==> config.mk <==
export PLATFORM = sky130hd
export DESIGN_NAME = sipo_lsb_deser
export DESIGN_NICKNAME = d
export VERILOG_FILES = /design/src/rtl/sipo_lsb_deser.sv
export SDC_FILE = /design/constraint.sdc
export NUM_CORES = 1
export LEC_CHECK = 0
export ABC_AREA = 1
export BUFFER_PORTS_ARGS = -buffer_cell sky130_fd_sc_hd__buf_2
export CORE_AREA = 2 2 39 41
export CTS_CLUSTER_SIZE = 16
export DETAILED_ROUTE_END_ITERATION = 8
export DIE_AREA = 0 0 41 43
export GPL_ROUTABILITY_DRIVEN = 0
export PLACE_DENSITY = 0.69
export SETUP_SLACK_MARGIN = 0.1
export SYNTH_ARGS = -nofsm -noshare
export SYNTH_HDL_FRONTEND = slang
export SYNTH_SLANG_ARGS = --single-unit
==> constraint.sdc <==
create_clock -name clk -period 1.5 [get_ports clk]
set_clock_uncertainty 0.05 [all_clocks]
set_input_delay 0 -clock clk [delete_from_list [all_inputs] [get_ports clk]]
set_output_delay 0 -clock clk [all_outputs]
set_load 0.01 [all_outputs]
==> src/rtl/sipo_lsb_deser.sv <==
// LSB-first serial-in/parallel-out deserializer with a registered valid/ready output and sticky overrun.
// Define SIPO_PARITY_EN to add a trailing even-parity bit per frame and the par_err output.
module sipo_lsb_deser #(
   parameter int WIDTH = 4
) (
   input  logic             clk,
   input  logic             rst,
   input  logic             enb,
   input  logic             sof,
   input  logic             sin,
   input  logic             out_ready,
   input  logic             clr,
   output logic [WIDTH-1:0] out_data,
   output logic             out_valid,
   output logic             ovf
`ifdef SIPO_PARITY_EN
   ,
   output logic             par_err
`endif
);

`ifdef SIPO_PARITY_EN
   localparam int LAST_IDX = WIDTH;
`else
   localparam int LAST_IDX = WIDTH - 1;
`endif
   localparam int CNT_W = $clog2(LAST_IDX + 1);

   localparam logic [0:0] ST_IDLE  = 1'b0;
   localparam logic [0:0] ST_SHIFT = 1'b1;

   logic [0:0]       state_q, state_d;
   logic [CNT_W-1:0] cnt_q, cnt_d;
   logic [WIDTH-1:0] shift_q, shift_d;
   logic [WIDTH-1:0] out_data_q, out_data_d;
   logic             out_valid_q, out_valid_d;
   logic             ovf_q, ovf_d;
   logic             complete;
   logic             ovf_set;
   logic [WIDTH-1:0] word_done;
`ifdef SIPO_PARITY_EN
   logic             par_err_q, par_err_d;
   logic             word_perr;
`endif

   // Serial capture path: a sof with enb always restarts, even on what would be the completing bit.
   always_comb begin
      // NOTE: every combinational output gets a default first so no path leaves it unassigned (no latch).
      state_d  = state_q;
      cnt_d    = cnt_q;
      shift_d  = shift_q;
      complete = 1'b0;
      if (enb) begin
         if (sof) begin
            shift_d    = '0;
            shift_d[0] = sin;
            cnt_d      = CNT_W'(1);
            state_d    = ST_SHIFT;
         end else if (state_q == ST_SHIFT) begin
            if (cnt_q == CNT_W'(LAST_IDX)) begin
               complete = 1'b1;
               cnt_d    = '0;
               shift_d  = '0;
               state_d  = ST_IDLE;
            end else begin
               for (int i = 0; i < WIDTH; i++) begin
                  if (cnt_q == CNT_W'(i)) shift_d[i] = sin;
               end
               cnt_d = cnt_q + CNT_W'(1);
            end
         end
      end
   end

`ifdef SIPO_PARITY_EN
   // Completion happens on the parity edge: data bits are already in shift_q, sin is the parity bit.
   assign word_done = shift_q;
   assign word_perr = (^shift_q) ^ sin;
`else
   // Completion happens on bit WIDTH-1, which is still on sin.
   assign word_done = {sin, shift_q[WIDTH-2:0]};
`endif

   always_comb begin
      out_data_d  = out_data_q;
      out_valid_d = out_valid_q;
      ovf_set     = 1'b0;
`ifdef SIPO_PARITY_EN
      par_err_d   = par_err_q;
`endif
      if (complete) begin
         if (!out_valid_q || out_ready) begin
            out_data_d  = word_done;
            out_valid_d = 1'b1;
`ifdef SIPO_PARITY_EN
            par_err_d   = word_perr;
`endif
         end else begin
            ovf_set = 1'b1;
         end
      end else if (out_valid_q && out_ready) begin
         out_valid_d = 1'b0;
`ifdef SIPO_PARITY_EN
         par_err_d   = 1'b0;
`endif
      end
      // Set beats clear on the same edge.
      ovf_d = ovf_set | (ovf_q & ~clr);
   end

   // NOTE: state uses non-blocking assignments; the shift register is reset too so a mid-frame reset leaves no stale bits.
   always_ff @(posedge clk or posedge rst) begin
      if (rst) begin
         state_q     <= ST_IDLE;
         cnt_q       <= '0;
         shift_q     <= '0;
         out_data_q  <= '0;
         out_valid_q <= 1'b0;
         ovf_q       <= 1'b0;
`ifdef SIPO_PARITY_EN
         par_err_q   <= 1'b0;
`endif
      end else begin
         state_q     <= state_d;
         cnt_q       <= cnt_d;
         shift_q     <= shift_d;
         out_data_q  <= out_data_d;
         out_valid_q <= out_valid_d;
         ovf_q       <= ovf_d;
`ifdef SIPO_PARITY_EN
         par_err_q   <= par_err_d;
`endif
      end
   end

   assign out_data  = out_data_q;
   assign out_valid = out_valid_q;
   assign ovf       = ovf_q;
`ifdef SIPO_PARITY_EN
   assign par_err   = par_err_q;
`endif

endmodule

==> results.sh <==
export IMPL_drc=0
export IMPL_hold_violations=0
export IMPL_yosys_area_top_type="dfrtp_1"
export IMPL_grt_pass1_wl_um=1930
export IMPL_p_leak_nw=0.432
export IMPL_min_path_cells=4
export IMPL_rows=14
export IMPL_min_delay_start="sof"
export IMPL_first_pass_iters=4
export IMPL_synthDistinctLibCells=15
export IMPL_syn_area_sq_um=607
export IMPL_status="finished clean"
export IMPL_diodes=0
export IMPL_drt_first_iter_violations=3
export IMPL_synth_most_common_cell="nand2_1"
export IMPL_synth_warnings=0
export IMPL_drv_cap=0
export IMPL_crit_type="register to register"
export IMPL_initial_core_util_pct=43.9
export IMPL_synth_seq_cells=12
export IMPL_synthToLayoutAreaGrowth_pct=23.5
export IMPL_comb_power_share_pct=35.6
export IMPL_synth_edff_count=0
export IMPL_viasPerCell=4.89
export IMPL_postCtsSetupRepairBufs=0
export IMPL_die_y_um=43
export IMPL_nNetsFinal=107
export IMPL_insertion_delay_ns=0.27
export IMPL_overflow=0
export IMPL_swShare_pct=37.1
export IMPL_hold_path_class="primary input to register"
export IMPL_finalSetupViolCount=0
export IMPL_crit_arrival_ns=1.39
export IMPL_routedWlPerCell_um=10.2
export IMPL_fp_dieW_um=41
export IMPL_gr_usage_all_layers_pct=16.6
export IMPL_p_int_mw=0.675
export IMPL_dieArea_sq_um=1760
export IMPL_ir_drop_v=0.000660
export IMPL_async_flop_share_pct=100
export IMPL_portBuffers=12
export IMPL_required_ns=1.61
export IMPL_cts_buffer_depth=2
export IMPL_tightest_slew_ns=0.445
export IMPL_synthFlopType="dfrtp_1"
export IMPL_postRouteAntennaNets=0
export IMPL_synth_cells=76
export IMPL_p_per_area_nw_per_um2=1430
export IMPL_start_kind="register"
export IMPL_grt_max_degree=13
export IMPL_antenna_found_initial=0
export IMPL_fin_area_sq_um=749
export IMPL_worst_setup_path_end_kind="register"
export IMPL_cts_resized=0
export IMPL_hold_buffers=4
export IMPL_dp_hpwl_um=895
export IMPL_final_setup_tns_ns=0
export IMPL_slew_headroom_pct=70.3
export IMPL_finalCritPeriodShare_pct=85.3
export IMPL_core_sq_um=1380
export IMPL_cts_root_buffer="clkbuf_4"
export IMPL_worst_r2r_cell_count=5
export IMPL_synth_top_cell_area_share_pct=49.5
export IMPL_grt_pass1_vias=495
export IMPL_clock_sinks=12
export IMPL_cts_clk_slew_worst_paths_ns=0.07
export IMPL_drt_total_wl_um=1130
export IMPL_fin_crit_ns=1.28
export IMPL_cts_tree="yes"
export IMPL_ys_seq_area_share_pct=49.5
export IMPL_fmax_ghz=0.781
export IMPL_power_share_sequential_pct=46.4
export IMPL_worstReg2RegStart="cnt_q[0]"
export IMPL_hold_path_end="shift_q[2]"
export IMPL_crit_fanout=6
export IMPL_yosys_top_cells_area="dfrtp_1, nand2_1, nand3_1, ha_1, inv_1"
export IMPL_rsz0062_at_grt="false"
export IMPL_rrSetupSlack_ns=0.22
export IMPL_pwr_share_clk_pct=18.0
export IMPL_synth_area_per_cell_sq_um=7.98
export IMPL_yosys_top_cells_count="nand2_1, dfrtp_1, inv_1"
export IMPL_r2r_end="shift_q[0]"
export IMPL_slew_viol_final=0
export IMPL_ios=13
export IMPL_switchingPower_mw=0.399
export IMPL_syn_num_nets=86
export IMPL_dpl_cell_area_sq_um=687
export IMPL_cts_buffers=3
export IMPL_drive_gt1_share_pct=23.2
export IMPL_dr_total_vias=543
export IMPL_htreeDepth=1
layout by cell type (no fill, tap or decap):
cell and count:
dlygate4sd3_1 4, inv_2 1, nand3_1 9, nand2_1 28, o21bai_1 1, a21oi_1 1, nand2_2 3, nor2_1 2
dfrtp_1 12, nand3_2 1, buf_2 12, o21ai_0 1, nand4_1 1, inv_1 10, nor2_2 2, clkbuf_4 3
nor3_1 1, ha_1 3
layout make-up:
cell class                      count  area [sq um]
Clock buffer                        3          22.5
Fill cell                         134           634
Inverter                           11          41.3
Multi-Input combinational cell     53           265
Sequential cell                    12           300
Tap cell                           16          20.0
Timing Repair Buffer               16           100
how the worst max path moves through the flow:
stage / start / slack, ns / depth (start not counted) / to
floorplan: cnt_q[0] / 0.35 / 5 / shift_q[0]
global placement: cnt_q[0] / 0.28 / 5 / shift_q[0]
finish: cnt_q[0] / 0.22 / 5 / shift_q[0]
global route: cnt_q[0] / 0.12 / 5 / shift_q[0]
detailed placement: cnt_q[0] / 0.23 / 5 / shift_q[0]
CTS: cnt_q[0] / 0.21 / 5 / shift_q[0]
registers in the layout, indices dropped and copies added (netlist names):
| signal | count |
|---|---|
| cnt_q | 2 |
| out_data | 4 |
| shift_q | 3 |
| state_q | 1 |
| out_valid | 1 |
| ovf | 1 |
per-stage QoR:
stage | total power [mW] | instances | hold WS [ns] | utilization, % | setup WS (ns)
after floorplan | 0.764 | 76 | -0.185 | - | 0.346
after global placement | 0.873 | 104 | -0.0178 | 49.6 | 0.277
after detailed placement | 0.885 | 104 | -0.0222 | 49.6 | 0.230
after CTS | 1.09 | 111 | 0.00771 | 54.2 | 0.212
after global routing | 1.18 | 111 | 0.0328 | 54.2 | 0.119
final | 1.07 | 111 | 0.0171 | 54.2 | 0.220
critical path, cell delays in order, from the launching register on:
cell and delay [ns]:
dfrtp_1 0.41, ha_1 0.27, nor2_1 0.21, nand2_1 0.10, nand3_1 0.10, nand2_1 0.05
power by group through the flow:
| stage | Combinational, mW | Clock (mW) | Sequential [mW] |
|---|---|---|---|
| after floorplan | 0.250 | 0 | 0.514 |
| after CTS | 0.389 | 0.202 | 0.499 |
| after detailed placement | 0.380 | 0 | 0.505 |
| after global routing | 0.448 | 0.218 | 0.516 |
| final | 0.382 | 0.194 | 0.498 |
| after global placement | 0.369 | 0 | 0.504 |
metal layers:
| metal | part of all wire (%) | global-route usage [%] |
|---|---|---|
| met5 | 0 | 0 |
| met2 | 50 | 25.6 |
| met4 | 2.6 | 12.0 |
| met1 | 42 | 18.2 |
| met3 | 5.7 | 4.71 |
cell families (layout without fill, tap and decap cells):
group | Yosys count | count (layout) | share of synthesized area, %
AOI/OAI and AO/OA | 3 | 3 | 2.89
adders and majority gates | 3 | 3 | 6.19
buffers and inverters | 11 | 30 | 6.80
DFF | 12 | 12 | 49.5
and+or+nand+nor | 47 | 47 | 34.6
Power figures use the tool's default switching activity.
